===== src/rtl/forward_pkg.sv =====
// Shared types for the EX-stage forwarding and load-use hazard unit.
package forward_pkg;

  typedef enum logic [1:0] {
    FWD_RF    = 2'b00,
    FWD_EXMEM = 2'b01,
    FWD_MEMWB = 2'b10
  } fwd_sel_t;

  localparam int unsigned XZR_IDX = 31;

  // EX/MEM is the younger producer, so it wins over MEM/WB.
  function automatic fwd_sel_t pick_fwd(input logic ex_hit,
                                        input logic mem_hit);
    fwd_sel_t sel;
    sel = FWD_RF;
    if (ex_hit)
      sel = FWD_EXMEM;
    else if (mem_hit)
      sel = FWD_MEMWB;
    return sel;
  endfunction

endpackage


===== src/rtl/reg_match.sv =====
// Destination/source register comparator; XZR never matches.
module reg_match
  import forward_pkg::*;
#(
  parameter int REG_W = 5
) (
  input  logic [REG_W-1:0] dst_i,
  input  logic [REG_W-1:0] src_i,
  input  logic             wr_i,
  output logic             match_o
);

  logic not_zr;

  assign not_zr  = (dst_i != REG_W'(XZR_IDX));
  assign match_o = wr_i && not_zr && (dst_i == src_i);

endmodule


===== src/rtl/forward_ctrl.sv =====
// Forwarding select and load-use stall for a 5-stage pipeline.
// Optional FORWARD_STATS_EN adds a saturating stall-cycle counter.
module forward_ctrl
  import forward_pkg::*;
#(
  parameter int REG_W = 5,
  parameter int CNT_W = 16
) (
  input  logic             clk,
  input  logic             reset,
  input  logic [REG_W-1:0] id_rn,
  input  logic [REG_W-1:0] id_rm,
  input  logic [REG_W-1:0] id_rd,
  input  logic             id_regwr,
  input  logic             id_memrd,
  input  logic             flush,
  output logic [1:0]       fwd_a,
  output logic [1:0]       fwd_b,
`ifdef FORWARD_STATS_EN
  output logic [CNT_W-1:0] stall_cnt,
`endif
  output logic             stall
);

  logic [REG_W-1:0] ex_rd_q, ex_rd_d;
  logic             ex_wr_q, ex_wr_d;
  logic             ex_ld_q, ex_ld_d;
  logic [REG_W-1:0] mem_rd_q, mem_rd_d;
  logic             mem_wr_q, mem_wr_d;
  fwd_sel_t         fwd_a_q, fwd_a_d;
  fwd_sel_t         fwd_b_q, fwd_b_d;

  logic ex_ldwr;
  logic ld_hit_a, ld_hit_b;
  logic ex_hit_a, ex_hit_b;
  logic mem_hit_a, mem_hit_b;
  logic bubble;

  assign ex_ldwr = ex_wr_q && ex_ld_q;

  reg_match #(.REG_W(REG_W)) u_ld_a (
    .dst_i(ex_rd_q), .src_i(id_rn),
    .wr_i(ex_ldwr), .match_o(ld_hit_a)
  );

  reg_match #(.REG_W(REG_W)) u_ld_b (
    .dst_i(ex_rd_q), .src_i(id_rm),
    .wr_i(ex_ldwr), .match_o(ld_hit_b)
  );

  reg_match #(.REG_W(REG_W)) u_ex_a (
    .dst_i(ex_rd_q), .src_i(id_rn),
    .wr_i(ex_wr_q), .match_o(ex_hit_a)
  );

  reg_match #(.REG_W(REG_W)) u_ex_b (
    .dst_i(ex_rd_q), .src_i(id_rm),
    .wr_i(ex_wr_q), .match_o(ex_hit_b)
  );

  reg_match #(.REG_W(REG_W)) u_mem_a (
    .dst_i(mem_rd_q), .src_i(id_rn),
    .wr_i(mem_wr_q), .match_o(mem_hit_a)
  );

  reg_match #(.REG_W(REG_W)) u_mem_b (
    .dst_i(mem_rd_q), .src_i(id_rm),
    .wr_i(mem_wr_q), .match_o(mem_hit_b)
  );

  assign stall  = ld_hit_a || ld_hit_b;
  assign bubble = stall || flush;

  always_comb begin
    ex_rd_d  = id_rd;
    ex_wr_d  = id_regwr;
    ex_ld_d  = id_memrd;
    mem_rd_d = ex_rd_q;
    mem_wr_d = ex_wr_q;
    fwd_a_d  = pick_fwd(ex_hit_a, mem_hit_a);
    fwd_b_d  = pick_fwd(ex_hit_b, mem_hit_b);
    // A squashed or held instruction enters EX as a bubble.
    if (bubble) begin
      ex_rd_d = '0;
      ex_wr_d = 1'b0;
      ex_ld_d = 1'b0;
      fwd_a_d = FWD_RF;
      fwd_b_d = FWD_RF;
    end
  end

  always_ff @(posedge clk or posedge reset) begin
    if (reset) begin
      ex_rd_q  <= '0;
      ex_wr_q  <= 1'b0;
      ex_ld_q  <= 1'b0;
      mem_rd_q <= '0;
      mem_wr_q <= 1'b0;
      fwd_a_q  <= FWD_RF;
      fwd_b_q  <= FWD_RF;
    end else begin
      ex_rd_q  <= ex_rd_d;
      ex_wr_q  <= ex_wr_d;
      ex_ld_q  <= ex_ld_d;
      mem_rd_q <= mem_rd_d;
      mem_wr_q <= mem_wr_d;
      fwd_a_q  <= fwd_a_d;
      fwd_b_q  <= fwd_b_d;
    end
  end

  assign fwd_a = fwd_a_q;
  assign fwd_b = fwd_b_q;

`ifdef FORWARD_STATS_EN
  logic [CNT_W-1:0] cnt_q, cnt_d;

  always_comb begin
    cnt_d = cnt_q;
    if (stall && (cnt_q != '1))
      cnt_d = cnt_q + CNT_W'(1);
  end

  always_ff @(posedge clk or posedge reset) begin
    if (reset)
      cnt_q <= '0;
    else
      cnt_q <= cnt_d;
  end

  assign stall_cnt = cnt_q;
`else
  if (CNT_W > 0) begin : g_no_stats
  end
`endif

endmodule


===== config.mk =====
export PLATFORM = sky130hd
export DESIGN_NAME = forward_ctrl
export DESIGN_NICKNAME = d
export VERILOG_FILES = /design/src/rtl/forward_pkg.sv /design/src/rtl/reg_match.sv /design/src/rtl/forward_ctrl.sv
export SDC_FILE = /design/constraint.sdc
export NUM_CORES = 1
export LEC_CHECK = 0
export CORE_AREA = 5 5 52 54
export CTS_CLUSTER_SIZE = 10
export DETAILED_ROUTE_END_ITERATION = 16
export DIE_AREA = 0 0 57 59
export DONT_BUFFER_PORTS = 1
export PLACE_DENSITY = 0.66
export SLEW_MARGIN = 40
export SYNTH_ARGS = -nofsm -noshare
export SYNTH_HDL_FRONTEND = slang
export SYNTH_HIERARCHICAL = 1
export SYNTH_SLANG_ARGS = --single-unit

===== constraint.sdc =====
create_clock -name clk -period 1.94 [get_ports clk]
set_clock_uncertainty 0.05 [all_clocks]
set_input_delay 0.388 -clock clk [delete_from_list [all_inputs] [get_ports clk]]
set_output_delay 0.388 -clock clk [all_outputs]
set_load 0.05 [all_outputs]

==> Yosys cells after proc, flatten, opt, wreduce, memory -nomap -nowiden <==
Index checks and enable logic that the tools add are counted.
{ "totals": {"regBits": 17, "input_bits": 20, "output_inout_bits": 5, "word_cells": 34} }
{ "classes": {"eq_ne": 6, "muxes": 9, "reduce_logical": 12} }
{ "ops": {"columns": ["cell", "count"], "rows": [
  ["== test 5 bit", 4],
  ["two-way mux 2 bit", 6],
  ["logical AND 1 bit", 10],
  ["!= test 5 bit (second input constant)", 2],
  ["two-way mux 5 bit", 1],
  ["logical OR 1 bit", 2],
  ["two-way mux 1 bit", 2]
]} }

==> Depth between registers and ports, before layout <==
{ "logic_depth": {"word_depth": 6, "depth_mapped": 6, "depth_no_buf": 5} }

==> Hierarchy <==
Netlist, hierarchy kept.
{ "by_module_without_submodules": {"columns": ["module", "n_inst", "cells_each", "area_each_um2", "seq_area_each_um2"], "rows": [
  ["forward_ctrl", 1, 33, 533.0, 425.4],
  ["reg_match", 6, 11, 82.6, 0.0]
]} }

==> Worst setup path after synthesis <==
No wires, ideal clock.
{ "synth_timing": {"kind": "flip-flop to output port", "from": "reg ex_rd_q[3]", "to": "out stall", "arrival_time_ps": 1352, "required_ps": 1502, "slack_ps": 150, "stages_incl_launch_ff": 5, "n_path_buf": 0, "cell_sequence": "dfrtp_1 > nand4_1 > a21oi_1 > nor3_2 > or2_2"} }
{ "synth_via": {"elab_chain_cells": 4, "elab_cells_between_ends": 7, "cone_classes": "3 x eq/ne; 4 x reduce/logical"} }
{ "synth_rtl": {"columns": ["item", "line", "text"], "rows": [
  ["from (decl)", "forward_ctrl.sv:25", "logic [REG_W-1:0] ex_rd_q, ex_rd_d;"],
  ["from (signal assigned)", "forward_ctrl.sv:102", "ex_rd_q <= ex_rd_d;"],
  ["!= test 5 bit", "reg_match.sv:15", "assign not_zr = (dst_i != REG_W'(XZR_IDX));"],
  ["logical AND 1 bit", "reg_match.sv:16", "assign match_o = wr_i && not_zr && (dst_i == src_i);"],
  ["logical AND 1 bit (*)", "reg_match.sv:16", null],
  ["named net ld_hit_b", "forward_ctrl.sv:34", "logic ld_hit_a, ld_hit_b;"],
  ["logical OR 1 bit (*)", "forward_ctrl.sv:71", "assign stall = ld_hit_a || ld_hit_b;"],
  ["to (decl)", "forward_ctrl.sv:22", "output logic stall"]
]} }
Mark *: on every way through the listed nets, which the timed path passes. The rest lies on a longest branch.

==> Worst setup path in the final report <==
{ "layout_timing": {"from": "reg ex_rd_q[2]", "to": "out stall"} }
The elaborated chain is that of the path after synthesis.

==> qor.yml <==
status:
  status: "complete, no violations"
placement:
  port_buffers: 0
  dp_hpwl_mm: 1.480
  place_area_um2: 1071
  finalWeightedCongestion: 0.7511
setup_path:
  cp-start-kind: "flip-flop"
  worstPathCellList: "xnor2_1 > nand3_1 > nor3_2 > or2_4"
  critPathSlowestCell: "dfrtp_2"
  crit_buf_inv: 0
  criticalPathCategory: "reg -> out"
  cpPeakStageDelay_ps: 490
  cp_top_family: "simple AND/OR/NAND/NOR gates"
  worstPathArrival_ps: 1480
  crit_fanout: 7
  endpoint_kind: "primary output"
  cp.required_ps: 1500
worst_hold_path:
  hp-class: "in -> async"
detailed_routing:
  drtIter0Drc: 7
  wire_per_inst_um: 14.51
  final_antenna_net_count: 0
  post-route-drc-count: 0
  vias_per_cell: 5.229
  vias: 732
  dr.pass1.iters: 4
  postRouteWirelength_mm: 2.031
logic_synthesis:
  ys_types: 15
  synth_area_leaders: "dfrtp_1, xnor2_1, xnor2_2"
  yosys-top-cells-count: "xnor2_1, dfrtp_1, and2_1"
  synth-main-ff-cell: "dfrtp_1"
  synth_edf_count: 0
  syn_nets: 119
  syn_inst: 99
  seq_area_frac_synth_pct: 41.36
  synth_top_area_share_pct: 41.36
  ys_async_sr_fraction_pct: 100.0
  synth_seq_cells: 17
  yosysTopAreaCell: "dfrtp_1"
  synth.most_common_cell: "xnor2_1"
  synth.avg_cell_area_um2: 10.39
  syn_area_um2: 1028
  ys_warn_count: 6
grt:
  met1_usage_pct: 14.36
  grt-ovfl-total: 0
  grt_max_degree: 18
  grt_pass1_wl_mm: 3.484
  antenna_found_initial: 0
  grt_pass1_vias: 782
  use_met2_pct: 24.96
  gr-usage-all-layers_pct: 13.52
  grtUsageMet3_pct: 5.664
  grt-busiest-layer: "met2"
cells_and_area:
  drive_gt1_share_pct: 29.46
  num_antenna_cells: 0
  area_growth_pct: 13.87
  fin_nets: 133
  postLayoutCoreUtil_pct: 53.98
  fillers: 215
  fin_area_um2: 1171
floorplan:
  core_um2: 2170
  initial_core_util_pct: 47.40
  die_w_um: 57
  die_h_um: 59
  io_pins: 25
  fp-row-count: 17
  die_area_um2: 3363
sta:
  layout_min_cycle_time_ps: 1917
  drv_slew: 0
  finalHoldViolations: 0
  max_freq_ghz: 0.5217
  setup_viol: 0
  rsz0062_at_grt: "yes"
  relSlewSlack_pct: 56.06
  period_share_pct: 98.81
  worst_pin_slew_ps: 658.4
clock_network:
  cts_buffers: 3
  clk-insertion-delay-late_ps: 290
  cts.path.max_buffers: 2
  cts_tree: "done"
  path_clk_slew_ps: 100
  cts_num_sinks: 17
  cts-hold-fix-buffers: 0
  cts_max_level: 1
  clockRootBuffer: "clkbuf_4"
power_and_ir_drop:
  switching_share_pct: 26.90
  powerDensity_nw_per_um2: 603.8
  power_frac_seq_pct: 55.7
  clkPwrFrac_pct: 27.5
  combPwrFrac_pct: 16.8
  peakVddDrop_uv: 528.4
  p_int_mw: 0.5169
  leakage_nw: 0.4604
  p_sw_mw: 0.1902
flow_run:
  max_cap_violations: 0
## final cells by class
class / count / area (um^2) / area share [%]
Multi-Input combinational cell: 80 / 601.8 / 51.39
Sequential cell: 17 / 431.7 / 36.86
Timing Repair Buffer: 10 / 68.82 / 5.876
Tap cell: 28 / 35.03 / 2.991
Clock buffer: 3 / 22.52 / 1.923
Clock inverter: 1 / 7.507 / 0.6410
Inverter: 1 / 3.754 / 0.3205
## what timing repair did
| item | in CTS | in global routing |
|---|---|---|
| pin swaps | 3 | 0 |
| endpoints found under the setup margin | 1 | 12 |
| buffers inserted | 7 | 1 |
| hold endpoints to repair | 0 | 0 |
| cloned | 0 | 0 |
| gates resized for setup | 7 | 0 |
## worst paths after layout
kind                       slack, ps                    to  cells past startpoint            startpoint
max in group asynchronous       1370  ex_rd_q[0]$_DFF_PP0_                      1                 reset
min reg2reg                      400    mem_wr_q$_DFF_PP0_                      0     ex_wr_q$_DFF_PP0_
min                               10     ex_ld_q$_DFF_PP0_                      1                 reset
max reg2reg                      150    fwd_b[1]$_DFF_PP0_                      6  ex_rd_q[4]$_DFF_PP0_
min in group clk                 160     ex_wr_q$_DFF_PP0_                      1              id_regwr
max                               20                 stall                      4  ex_rd_q[2]$_DFF_PP0_
## worst register-to-register path, cell delays in order, from the launching register on
cell and delay, ps:
dfrtp_2 450, and2_0 150, a21oi_1 180, nor3_2 80, buf_4 130, nor3_2 470, and3b_1 230
## flip-flops by register name, indices dropped and copies added, names as in the netlist
name and count:
mem_wr_q 1, mem_rd_q 5, ex_rd_q 5, ex_wr_q 1, fwd_a 2, ex_ld_q 1, fwd_b 2
## layout by cell type, fill, tap and decap left out, drive strengths merged
cell / count
nor3: 7
dfrtp: 17
buf: 9
clkbuf: 4
nand3: 6
inv: 1
or2: 1
nand2: 6
a21oi: 6
xnor2: 24
and2: 16
clkinvlp: 1
and3b: 2
nand4: 6
nor2: 6
## routing by layer
metal	vias up	wire length, um
met5	-	0
met2	20	1093
met1	352	788
met3	2	136
met4	0	13
li1	358	-
## power groups by stage
stage	sequential (mW)	combinational (mW)	clock (mW)
5_1_grt	0.397	0.132	0.228
4_1_cts	0.394	0.118	0.204
3_5_place_dp	0.404	0.103	0
3_3_place_gp	0.402	0.102	0
6_report	0.394	0.119	0.195
2_1_floorplan	0.398	0.0887	0
## cell families after synthesis
group	synth area share [%]
AO/OA/AOI/OAI	2.920
AND/OR/NAND/NOR	29.81
XOR/XNOR	24.82
buffers and inverters	1.095
flip-flops	41.36
## metrics by stage
step	worst slack [ps]	TNS [ps]	hold slack, ps	cells	total power [mW]
final	23.10	0	9.550	140	0.7071
after global routing	-113.0	-784.4	48.55	140	0.7575
after CTS	3.085	0	18.23	139	0.7167
after detailed placement	108.5	0	349.8	128	0.5068
after global placement	139.8	0	338.5	128	0.5039
after floorplan	149.7	0	264.1	99	0.4864
Power figures use the tool's default switching activity.
